--- config.mk ---
export PLATFORM = sky130hd
export DESIGN_NAME = mm_act_feeder
export DESIGN_NICKNAME = d
export VERILOG_FILES = /design/src/rtl/mm_act_feeder.sv
export SDC_FILE = /design/constraint.sdc
export NUM_CORES = 1
export LEC_CHECK = 0
export CAP_MARGIN = 20
export CORE_AREA = 2 2 281 283
export DETAILED_ROUTE_END_ITERATION = 10
export DIE_AREA = 0 0 283 285
export HOLD_SLACK_MARGIN = 0.15
export PLACE_DENSITY = 0.76
export SYNTH_ARGS = -nofsm -noshare
export SYNTH_HDL_FRONTEND = slang
export SYNTH_SLANG_ARGS = --single-unit
--- constraint.sdc ---
create_clock -name clk -period 6.9 [get_ports clk]
set_clock_uncertainty 0.15 [all_clocks]
set_input_delay 1.035 -clock clk [delete_from_list [all_inputs] [get_ports clk]]
set_output_delay 1.035 -clock clk [all_outputs]
set_load 0.02 [all_outputs]
--- src/rtl/mm_act_feeder.sv ---
// Activation feeder for the FP-INT matmul array: buffers N-wide activation vectors,
// replays each word for P beats and skews row r by r cycles so the stream enters diagonally.
module mm_act_feeder #(
    parameter int ACT_WIDTH = 16,
    parameter int N         = 4,
    parameter int DEPTH     = 16,
    parameter int PREC_MAX  = 8
) (
    input  logic                   clk,
    input  logic                   rst,
    input  logic [3:0]             precision,
    input  logic                   wr_en,
    input  logic [N*ACT_WIDTH-1:0] din,
    input  logic                   active,
    output logic [N*ACT_WIDTH-1:0] act_out,
    output logic [N-1:0]           act_valid,
    output logic                   full,
    output logic                   empty,
    output logic                   overflow,
    output logic                   done
);
    localparam int AW = $clog2(DEPTH);
    localparam int CW = AW + 1;
    localparam int VW = N * ACT_WIDTH;
    localparam logic [3:0]    P_MAX   = 4'(PREC_MAX);
    localparam logic [CW-1:0] DEPTH_C = CW'(DEPTH);

    logic [VW-1:0] mem [DEPTH];

    logic [AW-1:0] wr_ptr_reg;
    logic [AW-1:0] rd_ptr_reg;
    logic [CW-1:0] count_reg;
    logic [CW-1:0] count_next;
    logic [3:0]    beat_reg;
    logic [3:0]    p_reg;
    logic [3:0]    p_clamp;
    logic [3:0]    p_cur;
    logic          full_reg;
    logic          empty_reg;
    logic          overflow_reg;
    logic          done_reg;
    logic          push;
    logic          pop;
    logic          issue;
    logic          last_beat;
    logic          done_next;
    logic [N-1:0]  vld_reg;
    logic [N-1:0]  vld_next;
    logic [VW-1:0] row0_reg;

    always_comb begin
        p_clamp = precision;
        if (precision == 4'd0) begin
            p_clamp = 4'd1;
        end else if (precision > P_MAX) begin
            p_clamp = P_MAX;
        end
    end

    // A new word takes the live precision; a word in flight keeps the one it started with.
    assign p_cur     = (beat_reg == 4'd0) ? p_clamp : p_reg;
    assign issue     = active && !empty_reg;
    assign last_beat = (beat_reg == p_cur - 4'd1);
    assign push      = wr_en && !full_reg;
    assign pop       = issue && last_beat;

    always_comb begin
        count_next = count_reg;
        if (push && !pop) begin
            count_next = count_reg + CW'(1);
        end else if (pop && !push) begin
            count_next = count_reg - CW'(1);
        end
    end

    always_comb begin
        vld_next    = '0;
        vld_next[0] = issue;
        for (int k = 1; k < N; k++) begin
            vld_next[k] = vld_reg[k-1];
        end
    end

    // Drain completes when the last row's final beat retires and nothing is left behind it.
    assign done_next = vld_reg[N-1] && (vld_next == '0) && (count_next == '0);

    always_ff @(posedge clk) begin
        if (push) begin
            mem[wr_ptr_reg] <= din;
        end
    end

    always_ff @(posedge clk or negedge rst) begin
        if (!rst) begin
            wr_ptr_reg   <= '0;
            rd_ptr_reg   <= '0;
            count_reg    <= '0;
            full_reg     <= 1'b0;
            empty_reg    <= 1'b1;
            overflow_reg <= 1'b0;
            beat_reg     <= '0;
            p_reg        <= '0;
            vld_reg      <= '0;
            row0_reg     <= '0;
            done_reg     <= 1'b0;
        end else begin
            count_reg <= count_next;
            full_reg  <= (count_next == DEPTH_C);
            empty_reg <= (count_next == '0);
            if (push) begin
                wr_ptr_reg <= wr_ptr_reg + AW'(1);
            end
            if (pop) begin
                rd_ptr_reg <= rd_ptr_reg + AW'(1);
            end
            if (wr_en && full_reg) begin
                overflow_reg <= 1'b1;
            end
            if (issue) begin
                if (beat_reg == 4'd0) begin
                    p_reg <= p_clamp;
                end
                beat_reg <= last_beat ? 4'd0 : beat_reg + 4'd1;
            end
            vld_reg  <= vld_next;
            row0_reg <= issue ? mem[rd_ptr_reg] : '0;
            done_reg <= done_next;
        end
    end

    for (genvar gi = 0; gi < N; gi++) begin : g_row
        if (gi == 0) begin : g_head
            assign act_out[0 +: ACT_WIDTH] = row0_reg[0 +: ACT_WIDTH];
        end else begin : g_skew
            // Row gi trails row 0 by gi stages; stages shift every cycle, bubbles included.
            logic [ACT_WIDTH-1:0] skew_reg [gi];

            always_ff @(posedge clk or negedge rst) begin
                if (!rst) begin
                    for (int k = 0; k < gi; k++) begin
                        skew_reg[k] <= '0;
                    end
                end else begin
                    skew_reg[0] <= row0_reg[gi*ACT_WIDTH +: ACT_WIDTH];
                    for (int k = 1; k < gi; k++) begin
                        skew_reg[k] <= skew_reg[k-1];
                    end
                end
            end

            assign act_out[gi*ACT_WIDTH +: ACT_WIDTH] = skew_reg[gi-1];
        end
    end

    assign act_valid = vld_reg;
    assign full      = full_reg;
    assign empty     = empty_reg;
    assign overflow  = overflow_reg;
    assign done      = done_reg;

endmodule

==> flow_metrics.env, run 1 <==
export IMPL_powerDensity_nw_per_um2=401
export IMPL_final_area_um2=51200
export IMPL_pwr_share_seq_pct=46.5
export IMPL_ys_types=50
export IMPL_synth_seq_cells=1213
export IMPL_nNetsFinal=2108
export IMPL_yosys_area_share_adder_pct=0.324
export IMPL_grt_max_degree=168
export IMPL_cpPeakStageDelay_ps=460
export IMPL_grt_first_pass_wirelength_um=141000
export IMPL_grt_pass1_vias=21035
export IMPL_clk_insertion_delay_late_ps=680
export IMPL_clockBufferDepth=3
export IMPL_drt_pass1_iter_count=5
export IMPL_h_tree_depth=3
export IMPL_cts_sinks=1213
export IMPL_cp_max_fo=13
export IMPL_power_frac_comb_pct=22.9
export IMPL_synthSimpleGateAreaFrac_pct=1.74
export IMPL_finalCriticalPeriod_ps=3920
export IMPL_hold_slack_ps=194
export IMPL_synthMuxAreaShare_pct=16.2
export IMPL_core_rowCount=103
export IMPL_synthTopCellsByArea="edfxtp_1, mux4_2, dfrtp_1, and2_1, buf_4"
export IMPL_avgRoutedWirePerCell_um=30.0
export IMPL_rrSetupSlack_ps=2980
export IMPL_outcome="finished clean"
export IMPL_numPortBuffers=143
export IMPL_timing_rr_end="full"
export IMPL_die_area_um2=80700
export IMPL_start_util_pct=57.4
export IMPL_r2r_cells=14
export IMPL_setup_viol=0
export IMPL_crit_slowest_cell="nor4_1"
export IMPL_core_um2=78000
export IMPL_postSynthCellCount=1861
export IMPL_yosysSeqAreaShare_pct=79.3
export IMPL_post_cts_resized=0
export IMPL_total_power_w=0.0205
export IMPL_grt_overflow_total=0
export IMPL_cts_setup_buffers=0
export IMPL_max_freq_ghz=0.255
export IMPL_peakVddDrop_mv=0.302
export IMPL_clockPowerShare_pct=30.6
export IMPL_grt_setup_unrepaired="false"
export IMPL_syn_nets=1943
export IMPL_synth_compound_area_share_pct=0.324
export IMPL_drv_cap=0
export IMPL_die_h_um=285
export IMPL_largest_reg_flops=1024
export IMPL_r2r_start="beat_reg[0]"
export IMPL_globalplace_congestion=0.801
export IMPL_post_synth_instance_area_um2=44700
export IMPL_critPathKind="reg -> reg"
export IMPL_globalRouteTotalUtil_pct=24.0
export IMPL_antenna_found_initial=11
export IMPL_clk_pin_slew_ps=60
export IMPL_hold_viol_final=0
export IMPL_clock_root_buffer="clkbuf_16"
export IMPL_cts_buffers=114
export IMPL_cp_end_kind="register"
export IMPL_drc=0
export IMPL_final_util_pct=65.6
export IMPL_design_portCount=144
export IMPL_vias=19699
export IMPL_synth_xor_area_share_pct=0.344
export IMPL_max_slew_worst_pin_slew_ps=1140
export IMPL_hpwl_um=49400
export IMPL_required_ps=7340
export IMPL_slew_violations=0
export IMPL_hold_start="row0_reg[21]"
export IMPL_internal_power_w=0.0150
export IMPL_wirelength_um=95400
export IMPL_fp_dieW_um=283
export IMPL_min_to="g_row[1].g_skew.skew_reg[5]"
export IMPL_synth_top_area_share_pct=68.7
export IMPL_p_leak_nw=16.7
export IMPL_placed_area_um2=47300
export IMPL_postCtsHoldBufs=0
export IMPL_drive_above_1_share_pct=26.8
export IMPL_startpoint_type="register"
export IMPL_area_delta_synth_final_pct=14.4
export IMPL_tritoncts="built"
export IMPL_drtIter0Drc=2350
export IMPL_ant_nets=0
export IMPL_synth_top_family_by_area="multiplexers"
export IMPL_avgViaCountPerCell=6.20
export IMPL_period_share_pct=56.8
export IMPL_netSwitchingFraction_pct=27.0
export IMPL_syn_area_per_cell_um2=24.0
export IMPL_whs_path_depth=0
export IMPL_arrival_ps=4360
export IMPL_switching_power_w=0.00554
export IMPL_synth_warnings=0
export IMPL_hp_class="reg -> reg"
export IMPL_path_cells="inv_1, ha_1, or3b_4, nor3b_1, a21oi_1, ha_1, xor2_1, nand2_1, mux2i_1, nand4_2, nor4_1, a21oi_2, xnor2_2, nor3b_1"
export IMPL_fin_setup_tns_ps=0
export IMPL_synth_area_leader_cell="edfxtp_1"
export IMPL_slew_headroom_pct=23.7
-- power by group through the flow --
stage,sequential (W),combinational [W],clock (W)
after floorplan,0.00948,0.00337,0
after global placement,0.00959,0.00460,0
after detailed placement,0.00965,0.00468,0
after CTS,0.00954,0.00476,0.00636
after global routing,0.00962,0.00497,0.00663
final,0.00953,0.00470,0.00628
-- layout make-up --
cell class | instances | area (µm²)
inverter | 8 | 31.3
timing repair buffer | 183 | 1960
clock buffer | 154 | 3200
fill | 4692 | 26800
antenna | 1 | 2.50
multi-input combinational | 506 | 8590
sequential | 1213 | 35500
tap | 1050 | 1310
clock inverter | 61 | 578
-- critical path, delay by kind of cell (launching register included) --
family | cells | cell delay [ps]
buffers and inverters | 1 | 100
adder cells (fa/ha/maj) | 2 | 510
flip-flops | 1 | 430
AO/OA/AOI/OAI | 2 | 160
AND/OR/NAND/NOR | 6 | 1830
XOR/XNOR | 2 | 440
multiplexers | 1 | 210
-- cell families (layout without fill, tap and decap cells) --
kind of cell | Yosys count | after routing
muxes | 325 | 325
other | 0 | 1
AOI/OAI and AO/OA | 21 | 21
adders and majority gates | 12 | 12
DFF | 1213 | 1213
and+or+nand+nor | 133 | 133
buffers and inverters | 142 | 406
xor gates and xnor gates | 15 | 15
-- cell usage in the layout (no fill, tap or decap), drive strengths merged, types with 11 or more instances in the layout --
cell type      synthesis  routed
nor2                  14      14
and2                  64      64
mux4                 320     320
clkdlybuf4s50          0     142
dfrtp                188     188
o21ai                 11      11
inv                    8      12
edfxtp              1024    1024
buf                   85      41
clkinv                 0      44
clkbuf                49     154
nand2                 21      21
-- how the worst max path moves through the flow --
stage	to	from	slack [ps]
after detailed placement	done	precision[3]	2510
after global placement	full	precision[3]	2670
final	full	beat_reg[0]	2980
after global routing	done	beat_reg[1]	2740
after floorplan	mem[3][0]	wr_en	40
after CTS	done	beat_reg[0]	3020
-- metrics by stage --
| stage | setup WS (ps) | instances |
|---|---|---|
| after CTS | 3020 | 3173 |
| after detailed placement | 2510 | 2958 |
| after floorplan | 42.3 | 1861 |
| final | 2980 | 3176 |
| after global routing | 2740 | 3176 |
| after global placement | 2670 | 2956 |
-- synth_stat cells, drive strengths merged --
cell type	instances
a21o	1
a21oi	3
a22oi	1
and2	64
and3	2
buf	85
clkbuf	49
dfrtp	188
dfstp	1
edfxtp	1024
ha	10
inv	8
maj3	2
mux2	1
mux2i	4
mux4	320
nand2	21
nand2b	4
nand3	5
nand4	2
nand4b	1
nor2	14
nor2b	3
nor3	7
nor3b	3
nor4	2
nor4b	2
o21ai	11
o21bai	2
o22ai	1
o31ai	2
or2b	1
or3b	1
or4	1
xnor2	10
xor2	5
-- metal layers --
layer  wire [µm]  GRT usage (%)  vias to the layer above
met1       35600           31.6                    10599
li1            -              -                     7985
met2       50300           41.0                      920
met4        2690           8.26                       18
met3        6680           4.22                      177
met5         110              0                        -
No activity file was read; power rests on OpenSTA's default activity.
==> inputs of run 2 (changes only) <==
==> constraint.sdc (replaced) <==
create_clock -name clk -period 4 [get_ports clk]
set_clock_uncertainty 0.15 [all_clocks]
set_input_delay 0.6 -clock clk [delete_from_list [all_inputs] [get_ports clk]]
set_output_delay 0.6 -clock clk [all_outputs]
set_load 0.02 [all_outputs]
==> run 2 against run 1 <==
Net effect: critical path depth rose by 1; global-route usage rose by 1.0 points; maximum frequency rose by 8.0%; via count up 2.0%; critical path type unchanged; die area unchanged; power rose by 73%; core utilization increased by 0.50 points; clock power is 74% higher.
==> flow_metrics.env, run 2 (same netlist as run 1, synthesis figures left out) <==
export IMPL_grt_first_pass_wirelength_um=146000
export IMPL_drive_above_1_share_pct=27.9
export IMPL_cp_max_fo=12
export IMPL_largest_reg_flops=1024
export IMPL_hpwl_um=46700
export IMPL_drtIter0Drc=2284
export IMPL_final_area_um2=51600
export IMPL_grt_setup_unrepaired="false"
export IMPL_nNetsFinal=2126
export IMPL_tritoncts="built"
export IMPL_period_share_pct=90.8
export IMPL_startpoint_type="register"
export IMPL_total_power_w=0.0355
export IMPL_max_slew_worst_pin_slew_ps=965
export IMPL_grt_overflow_total=0
export IMPL_avgViaCountPerCell=6.28
export IMPL_ant_nets=0
export IMPL_clk_pin_slew_ps=60
export IMPL_vias=20086
export IMPL_fp_dieW_um=283
export IMPL_clock_root_buffer="clkbuf_16"
export IMPL_hold_slack_ps=195
export IMPL_grt_max_degree=117
export IMPL_core_um2=78000
export IMPL_wirelength_um=97800
export IMPL_final_common_cell="edfxtp_1"
export IMPL_peakVddDrop_mv=0.406
export IMPL_globalplace_congestion=0.745
export IMPL_finalCriticalPeriod_ps=3630
export IMPL_arrival_ps=4040
export IMPL_design_portCount=144
export IMPL_max_freq_ghz=0.275
export IMPL_clk_insertion_delay_late_ps=690
export IMPL_avgRoutedWirePerCell_um=30.6
export IMPL_hold_viol_final=0
export IMPL_clockBufferDepth=3
export IMPL_cts_sinks=1213
export IMPL_numPortBuffers=143
export IMPL_drc=0
export IMPL_fin_setup_tns_ps=0
export IMPL_antenna_found_initial=9
export IMPL_critPathKind="reg -> reg"
export IMPL_hp_class="reg -> reg"
export IMPL_core_rowCount=103
export IMPL_drv_cap=0
export IMPL_layoutNonFillerInstCount=3198
export IMPL_cts_setup_buffers=0
export IMPL_slew_violations=0
export IMPL_die_area_um2=80700
export IMPL_placed_cells=2976
export IMPL_grt_pass1_vias=21518
export IMPL_slew_headroom_pct=35.7
export IMPL_outcome="finished clean"
export IMPL_cts_buffers=115
export IMPL_start_util_pct=57.4
export IMPL_placed_area_um2=47700
export IMPL_setup_viol=0
export IMPL_drt_pass1_iter_count=7
export IMPL_powerDensity_nw_per_um2=689
export IMPL_required_ps=4410
export IMPL_globalRouteTotalUtil_pct=25.0
export IMPL_p_leak_nw=16.9
export IMPL_final_cell_mix="edfxtp_1, mux4_2, dfrtp_1, clkdlybuf4s50_1, clkbuf_16"
export IMPL_h_tree_depth=3
export IMPL_cp_end_kind="register"
export IMPL_die_h_um=285
export IMPL_area_delta_synth_final_pct=15.3
-- run 2: changes by cell type in the layout (fill, tap and decap cells not counted), moves of 3 or more --
cell / before / now
buf_12: 13 / 33
clkinv_2: 21 / 28
inv_6: 2 / 8
clkbuf_1: 26 / 21
clkinv_1: 19 / 14
nor3_2: 5 / 1
nor3_4: 0 / 4
buf_16: 3 / 0
clkbuf_16: 119 / 116
-- run 2: final timing paths --
| check | from | end | slack, ps | depth (start not counted) |
|---|---|---|---|---|
| worst min-delay path | row0_reg[62] | g_row[3].g_skew.skew_reg[46] | 190 | 0 |
| max in group asynchronous | rst | g_row[2].g_skew.skew_reg[26] | 2350 | 3 |
| worst min register to register | row0_reg[62] | g_row[3].g_skew.skew_reg[46] | 190 | 0 |
| worst max register to register | beat_reg[0] | done | 370 | 15 |
| min in group asynchronous | rst | act_out[56] | 480 | 2 |
| worst max-delay path | beat_reg[0] | done | 370 | 15 |
-- run 2: through the flow --
stage / setup WS (ps) / utilization (%)
2_1_floorplan: -707 / -
3_3_place_gp: 430 / 61.2
3_5_place_dp: 233 / 61.2
4_1_cts: 267 / 66.1
5_1_grt: 56.4 / 66.1
6_report: 369 / 66.1
-- run 2: per-layer routing --
layer | part of all wire, % | vias up | global-route usage [%]
li1 | - | 8040 | -
met1 | 38 | 10819 | 34.7
met2 | 51 | 1042 | 41.5
met3 | 8.2 | 173 | 4.38
met4 | 2.3 | 12 | 7.49
met5 | 0.081 | - | 0
-- run 2: power by group --
group	switching, W	leakage [nW]	internal [W]
Combinational	0.00407	3.36	0.00409
Clock	0.00468	1.88	0.00626
Sequential	0.000851	11.7	0.0156
-- run 2: what timing repair did --
| item | in CTS | in global routing |
|---|---|---|
| endpoints found under the hold margin | 113 | 0 |
| hold buffers | 1 | 0 |
| setup endpoints to repair | 0 | 1 |
| gates resized for setup | 0 | 1 |
-- run 2: area by class of cell --
class | count | area (µm²)
flip-flops and latches | 1213 | 35500
fillers | 4619 | 26400
multi-input cells | 506 | 8620
clock buffers | 144 | 3080
repair buffers | 200 | 2280
well taps | 1050 | 1310
clock inverters | 74 | 739
inverters | 8 | 30.0
diodes | 3 | 7.51
-- run 2: critical path, cell delays in order, from the launching register on --
cell	delay, ps
dfrtp_1	430
inv_1	110
ha_1	200
or3b_4	420
nor3b_1	210
a21oi_1	90
ha_1	320
xor2_1	200
nand2_1	80
mux2i_1	220
nand4_2	150
buf_4	220
mux2i_1	140
xor2_1	170
o21bai_4	200
nor4_2	220
